<file path="src/rtl/sync_fifo_ptr.sv">
// Wrapping pointer for a FIFO of arbitrary depth: counts 0..DEPTH-1, then back to 0.
// Flush (rst or clr) returns it to 0 on the next edge; inc is ignored that cycle.
module sync_fifo_ptr #(
  parameter int DEPTH = 8,
  localparam int PW = (DEPTH > 1) ? $clog2(DEPTH) : 1
) (
  input  logic          clk,
  input  logic          rst,
  input  logic          clr,
  input  logic          inc,
  output logic [PW-1:0] ptr
);

  logic [PW-1:0] r_ptr;
  logic          w_at_last;

  // An explicit compare against DEPTH-1 makes non-power-of-two depths wrap exactly.
  assign w_at_last = (r_ptr == PW'(DEPTH - 1));

  always_ff @(posedge clk) begin
    if (rst || clr) begin
      r_ptr <= '0;
    end else if (inc) begin
      if (w_at_last) begin
        r_ptr <= '0;
      end else begin
        r_ptr <= r_ptr + PW'(1);
      end
    end
  end

  assign ptr = r_ptr;

endmodule

</file>
<file path="src/rtl/sync_fifo_flex.sv">
// Single-clock FIFO of any depth with standard or first-word-fall-through reads,
// occupancy count, programmable almost flags, synchronous flush and sticky error flags.
module sync_fifo_flex #(
  parameter int DATA_WIDTH = 8,
  parameter int FIFO_DEPTH = 8,
  parameter int FWFT       = 0,
  parameter int AF_THRESH  = FIFO_DEPTH - 1,
  parameter int AE_THRESH  = 1,
  localparam int CW = $clog2(FIFO_DEPTH + 1)
) (
  input  logic                  clk,
  input  logic                  rst,
  input  logic                  clr,
  input  logic                  wr_en,
  input  logic [DATA_WIDTH-1:0] wr_data,
  input  logic                  rd_en,
  output logic [DATA_WIDTH-1:0] rd_data,
  output logic                  full,
  output logic                  empty,
  output logic                  almost_full,
  output logic                  almost_empty,
  output logic [CW-1:0]         count,
  output logic                  overflow,
  output logic                  underflow
);

  localparam int PW = (FIFO_DEPTH > 1) ? $clog2(FIFO_DEPTH) : 1;

  generate
    if (FIFO_DEPTH < 2 || AF_THRESH < 1 || AF_THRESH > FIFO_DEPTH ||
        AE_THRESH < 0 || AE_THRESH > FIFO_DEPTH - 1) begin : g_param_err
      $error("sync_fifo_flex: illegal FIFO_DEPTH/AF_THRESH/AE_THRESH combination");
    end
  endgenerate

  logic [DATA_WIDTH-1:0] r_mem [0:FIFO_DEPTH-1];
  logic [CW-1:0]         r_count;
  logic                  r_overflow;
  logic                  r_underflow;
  logic [PW-1:0]         w_wr_ptr;
  logic [PW-1:0]         w_rd_ptr;
  logic                  w_flush;
  logic                  w_wr_acc;
  logic                  w_rd_acc;

  assign w_flush = rst | clr;

  // Acceptance looks only at the registered count: no full-bypass or empty-bypass.
  assign w_wr_acc = wr_en & ~full  & ~w_flush;
  assign w_rd_acc = rd_en & ~empty & ~w_flush;

  sync_fifo_ptr #(.DEPTH(FIFO_DEPTH)) u_wr_ptr (
    .clk (clk),
    .rst (rst),
    .clr (clr),
    .inc (w_wr_acc),
    .ptr (w_wr_ptr)
  );

  sync_fifo_ptr #(.DEPTH(FIFO_DEPTH)) u_rd_ptr (
    .clk (clk),
    .rst (rst),
    .clr (clr),
    .inc (w_rd_acc),
    .ptr (w_rd_ptr)
  );

  always_ff @(posedge clk) begin
    if (w_wr_acc) begin
      r_mem[w_wr_ptr] <= wr_data;
    end
  end

  always_ff @(posedge clk) begin
    if (w_flush) begin
      r_count <= '0;
    end else begin
      case ({w_wr_acc, w_rd_acc})
        2'b10:   r_count <= r_count + CW'(1);
        2'b01:   r_count <= r_count - CW'(1);
        default: r_count <= r_count;
      endcase
    end
  end

  // Error flags see the raw requests, so a rejected access in any state is recorded.
  always_ff @(posedge clk) begin
    if (w_flush) begin
      r_overflow  <= 1'b0;
      r_underflow <= 1'b0;
    end else begin
      if (wr_en && full) begin
        r_overflow <= 1'b1;
      end
      if (rd_en && empty) begin
        r_underflow <= 1'b1;
      end
    end
  end

  generate
    if (FWFT != 0) begin : g_fwft
      assign rd_data = r_mem[w_rd_ptr];
    end else begin : g_std
      logic [DATA_WIDTH-1:0] r_rd_data;

      // clr deliberately keeps the last word; only rst clears the output register.
      always_ff @(posedge clk) begin
        if (rst) begin
          r_rd_data <= '0;
        end else if (w_rd_acc) begin
          r_rd_data <= r_mem[w_rd_ptr];
        end
      end

      assign rd_data = r_rd_data;
    end
  endgenerate

  assign count        = r_count;
  assign full         = (r_count == CW'(FIFO_DEPTH));
  assign empty        = (r_count == '0);
  assign almost_full  = (r_count >= CW'(AF_THRESH));
  assign almost_empty = (r_count <= CW'(AE_THRESH));
  assign overflow     = r_overflow;
  assign underflow    = r_underflow;

endmodule
</file>
<file path="config.mk">
export PLATFORM = sky130hd
export DESIGN_NAME = sync_fifo_flex
export DESIGN_NICKNAME = d
export VERILOG_FILES = /design/src/rtl/sync_fifo_ptr.sv /design/src/rtl/sync_fifo_flex.sv
export SDC_FILE = /design/constraint.sdc
export NUM_CORES = 1
export LEC_CHECK = 0
export ABC_AREA = 1
export ABC_CLOCK_PERIOD_IN_PS = 2200
export CORE_MARGIN = 4
export CORE_UTILIZATION = 45
export DETAILED_ROUTE_END_ITERATION = 10
export GPL_TIMING_DRIVEN = 0
export MAX_ROUTING_LAYER = met4
export SLEW_MARGIN = 20
export SYNTH_ARGS = -nofsm -noshare
export SYNTH_HDL_FRONTEND = slang
export SYNTH_HIERARCHICAL = 1
export SYNTH_SLANG_ARGS = --single-unit
</file>
<file path="constraint.sdc">
create_clock -name clk -period 2.2 [get_ports clk]
set_input_delay 0.44 -clock clk [delete_from_list [all_inputs] [get_ports clk]]
set_output_delay 0.44 -clock clk [all_outputs]
set_load 0.02 [all_outputs]
</file>
# Word-level counts from Yosys, hierarchy flattened
# Memories as Yosys holds them, arrays and structs flattened. A register that Yosys moved wholly into a read port is not among the register bits.
# Cells that the tools add are included.
[word_totals]
ff_bits = 12
mem_bits_rw = 64
out_inout_bits = 18
n_memories = 1
[mem_list]
columns = ["name", "depth", "word_bits", "read_ports", "rd_ports_with_merged_regs", "wr", "line", "source"]
rows = [
  ["r_mem", 8, 8, 1, 1, 1, "sync_fifo_flex.sv:36", "logic [DATA_WIDTH-1:0] r_mem [0:FIFO_DEPTH-1];"],
]
[op_classes]
add_sub_neg = 4
magnitude_cmp = 2
n_eq_ne = 5
n_mux = 5
bitwise = 8
n_reduce_logical = 5
[ops]
columns = ["op", "count"]
rows = [
  ["case mux 4 bit (2 select lines)", 1],
  ["adder 3 x 1 -> 3 bit (second input constant)", 2],
  ["equality test 3 bit (second input constant)", 2],
  ["2-to-1 mux 3 bit", 2],
  ["adder 4 x 1 -> 4 bit (second input constant)", 1],
  ["bitwise AND 1 bit", 4],
  ["equality test 4 bit (second input constant)", 1],
  ["greater-or-equal comparator 4 x 3 -> 1 bit (second input constant)", 1],
  ["less-or-equal comparator 4 x 1 -> 1 bit (second input constant)", 1],
  ["logical NOT 4 bit", 1],
  ["subtractor 4 x 1 -> 4 bit (second input constant)", 1],
  ["NOT 1 bit", 3],
  ["equality test 2 x 1 -> 1 bit (second input constant)", 1],
  ["equality test 2 bit (second input constant)", 1],
  ["logical AND 1 bit", 2],
  ["2-to-1 mux 1 bit", 2],
  ["nonzero test 2 bit", 1],
  ["logical OR 1 bit", 1],
  ["bitwise OR 1 bit", 1],
]

# Longest topological paths before layout
[logic_depth]
depth_word = 6
mapped_depth = 12
mapped_depth_nobuf = 12

# Modules after synthesis
# The synthesis kept the hierarchy.
[modules_own_cells]
columns = ["module", "instances", "cells_each", "area_each_um2", "seq_area_each_um2"]
rows = [
  ["sync_fifo_flex", 1, 349, 3454.6, 2202.1],
  ["sync_fifo_ptr", 2, 19, 142.6, 60.1],
]

# Worst setup path after synthesis
# Ideal clock, no wire load.
[synth_timing]
kind = "register to register"
startpoint = "register r_count[0], in the netlist count[0]"
endpoint = "register r_count[3], in the netlist count[3]"
setup_time_ns = 0.070
arrival_time_ns = 2.208
t_required_ns = 2.130
path_slack_ns = -0.078
stages_incl_launch_ff = 13
path_buffers = 0
path_cell_list = "dfxtp_1 inv_1 ha_1 inv_1 nor3_2 nor3_4 inv_1 ha_1 nor2_1 nand4_1 nand2_1 o21ai_0 a21oi_1"
[synth_between]
elab_chain_cells = 6
word_cells_on_any_way = 14
classes_between = "add/sub: 2; eq/ne: 3; mux: 1; bitwise: 6; reduce/logical: 2"
[synth_lines]
columns = ["item", "line", "source"]
rows = [
  ["from (decl)", "sync_fifo_flex.sv:37", "logic [CW-1:0] r_count;"],
  ["from (signal assigned)", "sync_fifo_flex.sv:79", "2'b10: r_count <= r_count + CW'(1);"],
  ["from (signal assigned)", "sync_fifo_flex.sv:80", "2'b01: r_count <= r_count - CW'(1);"],
  ["from (signal assigned)", "sync_fifo_flex.sv:81", "default: r_count <= r_count;"],
  ["equality test 4 bit *", "sync_fifo_flex.sv:121", "assign full = (r_count == CW'(FIFO_DEPTH));"],
  ["named net full", "sync_fifo_flex.sv:18", "output logic full,"],
  ["NOT 1 bit *", "sync_fifo_flex.sv:49", "assign w_wr_acc = wr_en & ~full & ~w_flush;"],
  ["bitwise AND 1 bit * (2 in series)", "sync_fifo_flex.sv:49", ""],
  ["named net w_wr_acc", "sync_fifo_flex.sv:43", "logic w_wr_acc;"],
  ["equality test 2 x 1 -> 1 bit / equality test 2 bit (equally long branches)", "sync_fifo_flex.sv:78", "case ({w_wr_acc, w_rd_acc})"],
  ["case mux 4 bit (2 select lines) / nonzero test 2 bit (equally long branches)", "--", ""],
]
# Mark *: on every way through the listed nets, which the timed path passes. The rest lies on a longest branch.
# A chain may end at the register's enable or synchronous reset.

# Worst setup path after layout
[layout_timing]
startpoint = "input port rst"
endpoint = "register r_count[3], in the netlist count[3]"
[layout_between]
elab_chain_cells = 5
word_cells_on_any_way = 8
classes_between = "eq/ne: 2; mux: 1; bitwise: 4; reduce/logical: 1"
[layout_lines]
columns = ["item", "line", "source"]
rows = [
  ["from (decl)", "sync_fifo_flex.sv:12", "input logic rst,"],
  ["bitwise OR 1 bit *", "sync_fifo_flex.sv:46", "assign w_flush = rst | clr;"],
  ["NOT 1 bit *", "sync_fifo_flex.sv:50", "assign w_rd_acc = rd_en & ~empty & ~w_flush;"],
  ["bitwise AND 1 bit *", "sync_fifo_flex.sv:50", ""],
  ["named net w_rd_acc", "sync_fifo_flex.sv:44", "logic w_rd_acc;"],
  ["equality test 2 x 1 -> 1 bit / equality test 2 bit (equally long branches)", "sync_fifo_flex.sv:78", ""],
  ["case mux 4 bit (2 select lines) / nonzero test 2 bit (equally long branches)", "--", ""],
]
# Marked as above.

==> PnR_summary.wiki <==
{| class="wikitable"
! Metric !! Value
|-
| Signal arrival time at the worst endpoint || 2.36 ns
|-
| Clock Path Buffers || 2
|-
| Top cell by count, worst path || sky130_fd_sc_hd__nor2_8
|-
| Type of origin of the critical path || primary input
|-
| Cell breakdown of the critical path || clkdlybuf4s50_1 -> buf_6 -> nor2_8 -> nand2_4 -> nor2_8 -> ha_4 -> nor2_2 -> nand4_1 -> nand2_1 -> o21ai_0 -> a21oi_1
|-
| Worst-case register-to-register setup slack || between 0.2 and 0.25 ns
|-
| Antenna violations before repair || 0
|-
| Crit. End Element || register
|-
| Final critical delay including setup and external delays || about 2.1 ns
|-
| Global Route Usage Sum || approximately 18%
|-
| Slowest CP cell || sky130_fd_sc_hd__clkdlybuf4s50_1
|-
| Layout cell share with drive strength beyond 1 || about an eighth
|-
| Initial drt markers || 147
|-
| Clock tree from TritonCTS || yes
|-
| DP Area || 4170 um^2
|-
| Finished layout cell area || approximately 4500 um^2
|-
| Insertion delay of the later-clocked pin in the worst-skew pair || 0.35 ns
|-
| Setup repair after global routing missed its margin || false
|-
| Die area || approximately 10000 um^2
|-
| Horizontal die dimension || 99.2 um
|-
| Final net count || ~450
|-
| Pin count of the biggest net entering global routing || 16
|-
| Chip height || around 99 um
|-
| First-pass detailed-route iteration total || 4
|-
| Fraction of post-synthesis cell area in the top cell type by area || 51.4%
|-
| Top-count cell post-synth || sky130_fd_sc_hd__nand2_1
|-
| Number of maximum-capacitance constraint violations || 0
|-
| Leading cell types by total area after synthesis || sky130_fd_sc_hd__edfxtp_1 (51%), sky130_fd_sc_hd__dfxtp_1 (11%), sky130_fd_sc_hd__nand2_1 (11%), sky130_fd_sc_hd__nand3_1 (6.8%), sky130_fd_sc_hd__inv_1 (6.6%)
|-
| Max-slew violation total from the final report || 0
|-
| Worst slew margin relative to its limit || about 65%
|-
| Post-detailed-route via-to-cell ratio || about 4.8
|-
| Residual DRC count || 0
|-
| Number of I/O pins || 31
|-
| Flip-flop and latch count after synthesis || 84
|-
| Yosys warns || 6
|-
| Routed Wire Length || 8.06 mm
|-
| Sequential element share of the synthesized area || between 60% and 70%
|-
| Clk root buf || sky130_fd_sc_hd__clkbuf_8
|-
| Post-Synthesis Net Count || 408
|-
| Post-synthesis async set-or-reset flop share || 0%
|-
| Lkg Pwr || between 1.5 and 2 nW
|-
| Cell variety after synth || 27
|-
| Detail Placement HPWL || about 5.3 mm
|-
| Number of synthesized flops with an enable pin || between 60 and 70
|-
| Worst Path Required || approximately 2.5 ns
|-
| Effective utilization at floorplan || a little under half
|-
| Maximum frequency from static timing analysis || about 480 MHz
|-
| Post-synthesis cell type with the largest combined area || sky130_fd_sc_hd__edfxtp_1
|-
| Pwr/cell area || 675 nW/um^2
|-
| Type of the worst setup path || primary input to register
|-
| Crit-path max cell delay || approximately 0.45 ns
|-
| Synth top cells by count || sky130_fd_sc_hd__nand2_1 (106), sky130_fd_sc_hd__inv_1 (66), sky130_fd_sc_hd__edfxtp_1 (64), sky130_fd_sc_hd__nand3_1 (51), sky130_fd_sc_hd__dfxtp_1 (20)
|-
| Count of final setup violators || 0
|-
| Flip-flop cell with the highest count after synthesis || sky130_fd_sc_hd__edfxtp_1
|-
| Area of the core || 7890 um^2
|-
| Clock Skew || between 0.008 and 0.009 ns
|-
| Antenna-violating nets left || 0
|-
| Least-Margin Pin Slew || 0.529 ns
|-
| # H-tree levels || 3
|-
| Netlist Area Pre-Place || between 3000 and 4000 um^2
|-
| Number of sinks driven by the clock tree || 84
|-
| Final clock period utilization by the worst path || a little over nine tenths
|-
| Most used routing layer || met2
|-
| Number of global-route vias before repair || between 2k and 3k
|-
| Number of placement rows || 32
|-
| Sum of overflow across all layers after global routing || 0
|-
| Total vias in the final route || 2582
|-
| Final number of hold-violating endpoints || 0
|-
| Clock Pin Slew Worst Setup and Hold Paths || roughly 0.080 ns
|-
| Post-synthesis area per instance || 9.66 um^2
|-
| Clock buffer count from CTS || 9
|-
| Number of instances in the synthesized netlist || about 390
|-
| Met1 Resource Use GR || roughly 23%
|-
| Final GP Congestion || around 0.82
|-
| Antenna diode instance count || 0
|-
| Overall Power || 3.03 mW
|-
| Class of the worst hold path || register to register
|-
| P&R area growth vs syn || 20.0%
|-
| Number of port buffers || 30
|-
| Critical path fanouts, max || 15
|-
| Maximum vdd ir drop || 394 uV
|-
| Wire length of the first global-routing pass || approximately 13 mm
|-
| Mean routed wirelength per cell || between 10 and 15 um
|-
| Global-route track usage on met2 || roughly 28%
|-
| Outcome || complete, no violations
|-
| GR Layer Usage met3 || 4.91%
|}
==> repair_timing <==
action / in CTS / in global routing
gates resized for setup: 21 / 4
gates cloned: 0 / 0
setup buffers: 2 / 1
setup endpoints to repair: 69 / 30
hold endpoints to repair: 0 / 0
hold buffers: 0 / 0
pin swaps: 1 / 1
==> layout make-up <==
class | count | area (um^2)
clock buffer | 14 | 185
buffer | 12 | 67.6
clock inverter | 2 | 37.5
fill | 682 | 3400
sequential | 84 | 2330
multi-input combinational | 219 | 1150
inverter | 72 | 274
timing repair buffer | 33 | 318
tap | 102 | 128
==> registers in the layout (all words and copies together) (netlist names) <==
register      cells
r_mem            64
rd_data           8
count             4
u_rd_ptr/ptr      3
u_wr_ptr/ptr      3
overflow          1
underflow         1
==> kinds of logic after synthesis <==
family                     after synthesis  share of synthesized area, %
and+or+nand+nor                        186                          22.5
AOI/OAI and AO/OA                       24                          3.35
xor gates and xnor gates                 1                         0.234
buffers and inverters                   84                          9.13
DFF                                     84                          62.1
adders and majority gates                8                          2.68
==> where the power goes <==
| group | leakage [nW] | switching, mW | total [mW] | internal (mW) |
|---|---|---|---|---|
| registers | 0.739 | 0.00387 | 1.71 | 1.71 |
| logic | 1.01 | 0.0693 | 0.118 | 0.0485 |
| clock network | 0.107 | 0.534 | 1.20 | 0.665 |
==> layout by cell type (no fill, tap or decap), drive strengths merged, types with 14 or more instances in the layout <==
cell type,instances
nor2,20
buf,14
edfxtp,64
inv,71
clkdlybuf4s50,26
a21oi,18
nand3,51
clkbuf,16
dfxtp,20
nand2,110
==> critical path: cells and delay by family <==
kind | cells | cell delay (ns)
adders and majority gates | 1 | 0.27
buffers and inverters | 2 | 0.62
AOI/OAI and AO/OA | 2 | 0.20
and+or+nand+nor | 6 | 0.84
==> metrics by stage <==
step / std cells / hold WS [ns] / util [%] / setup slack [ns] / setup TNS [ns]
finish: 538 / 0.466 / 56.9 / 0.118 / 0
global route: 538 / 0.487 / 56.9 / 0.0202 / 0
CTS: 537 / 0.460 / 56.8 / 0.00120 / 0
detailed placement: 519 / 0.446 / 52.9 / -0.705 / -41.45
global placement: 519 / 0.440 / 52.9 / -0.678 / -41.40
floorplan: 387 / 0.452 / - / 0.0455 / 0
==> per-layer routing <==
| metal | wire length (um) | share of wire [%] |
|---|---|---|
| met1 | 3640 | 45 |
| met2 | 3880 | 48 |
| met3 | 440 | 5.5 |
| met4 | 94 | 1.2 |
| met5 | 0 | 0 |
==> path summary, 6_finish.rpt <==
| check | endpoint | start | depth (start not counted) |
|---|---|---|---|
| worst max-delay path | count[3] | rst | 11 |
| worst min register to register | rd_data[6] | rd_data[6] | 2 |
| worst max register to register | count[3] | count[0] | 11 |
| worst min-delay path | rd_data[6] | rd_data[6] | 2 |
Note: power is estimated with default switching activity, not from simulation.
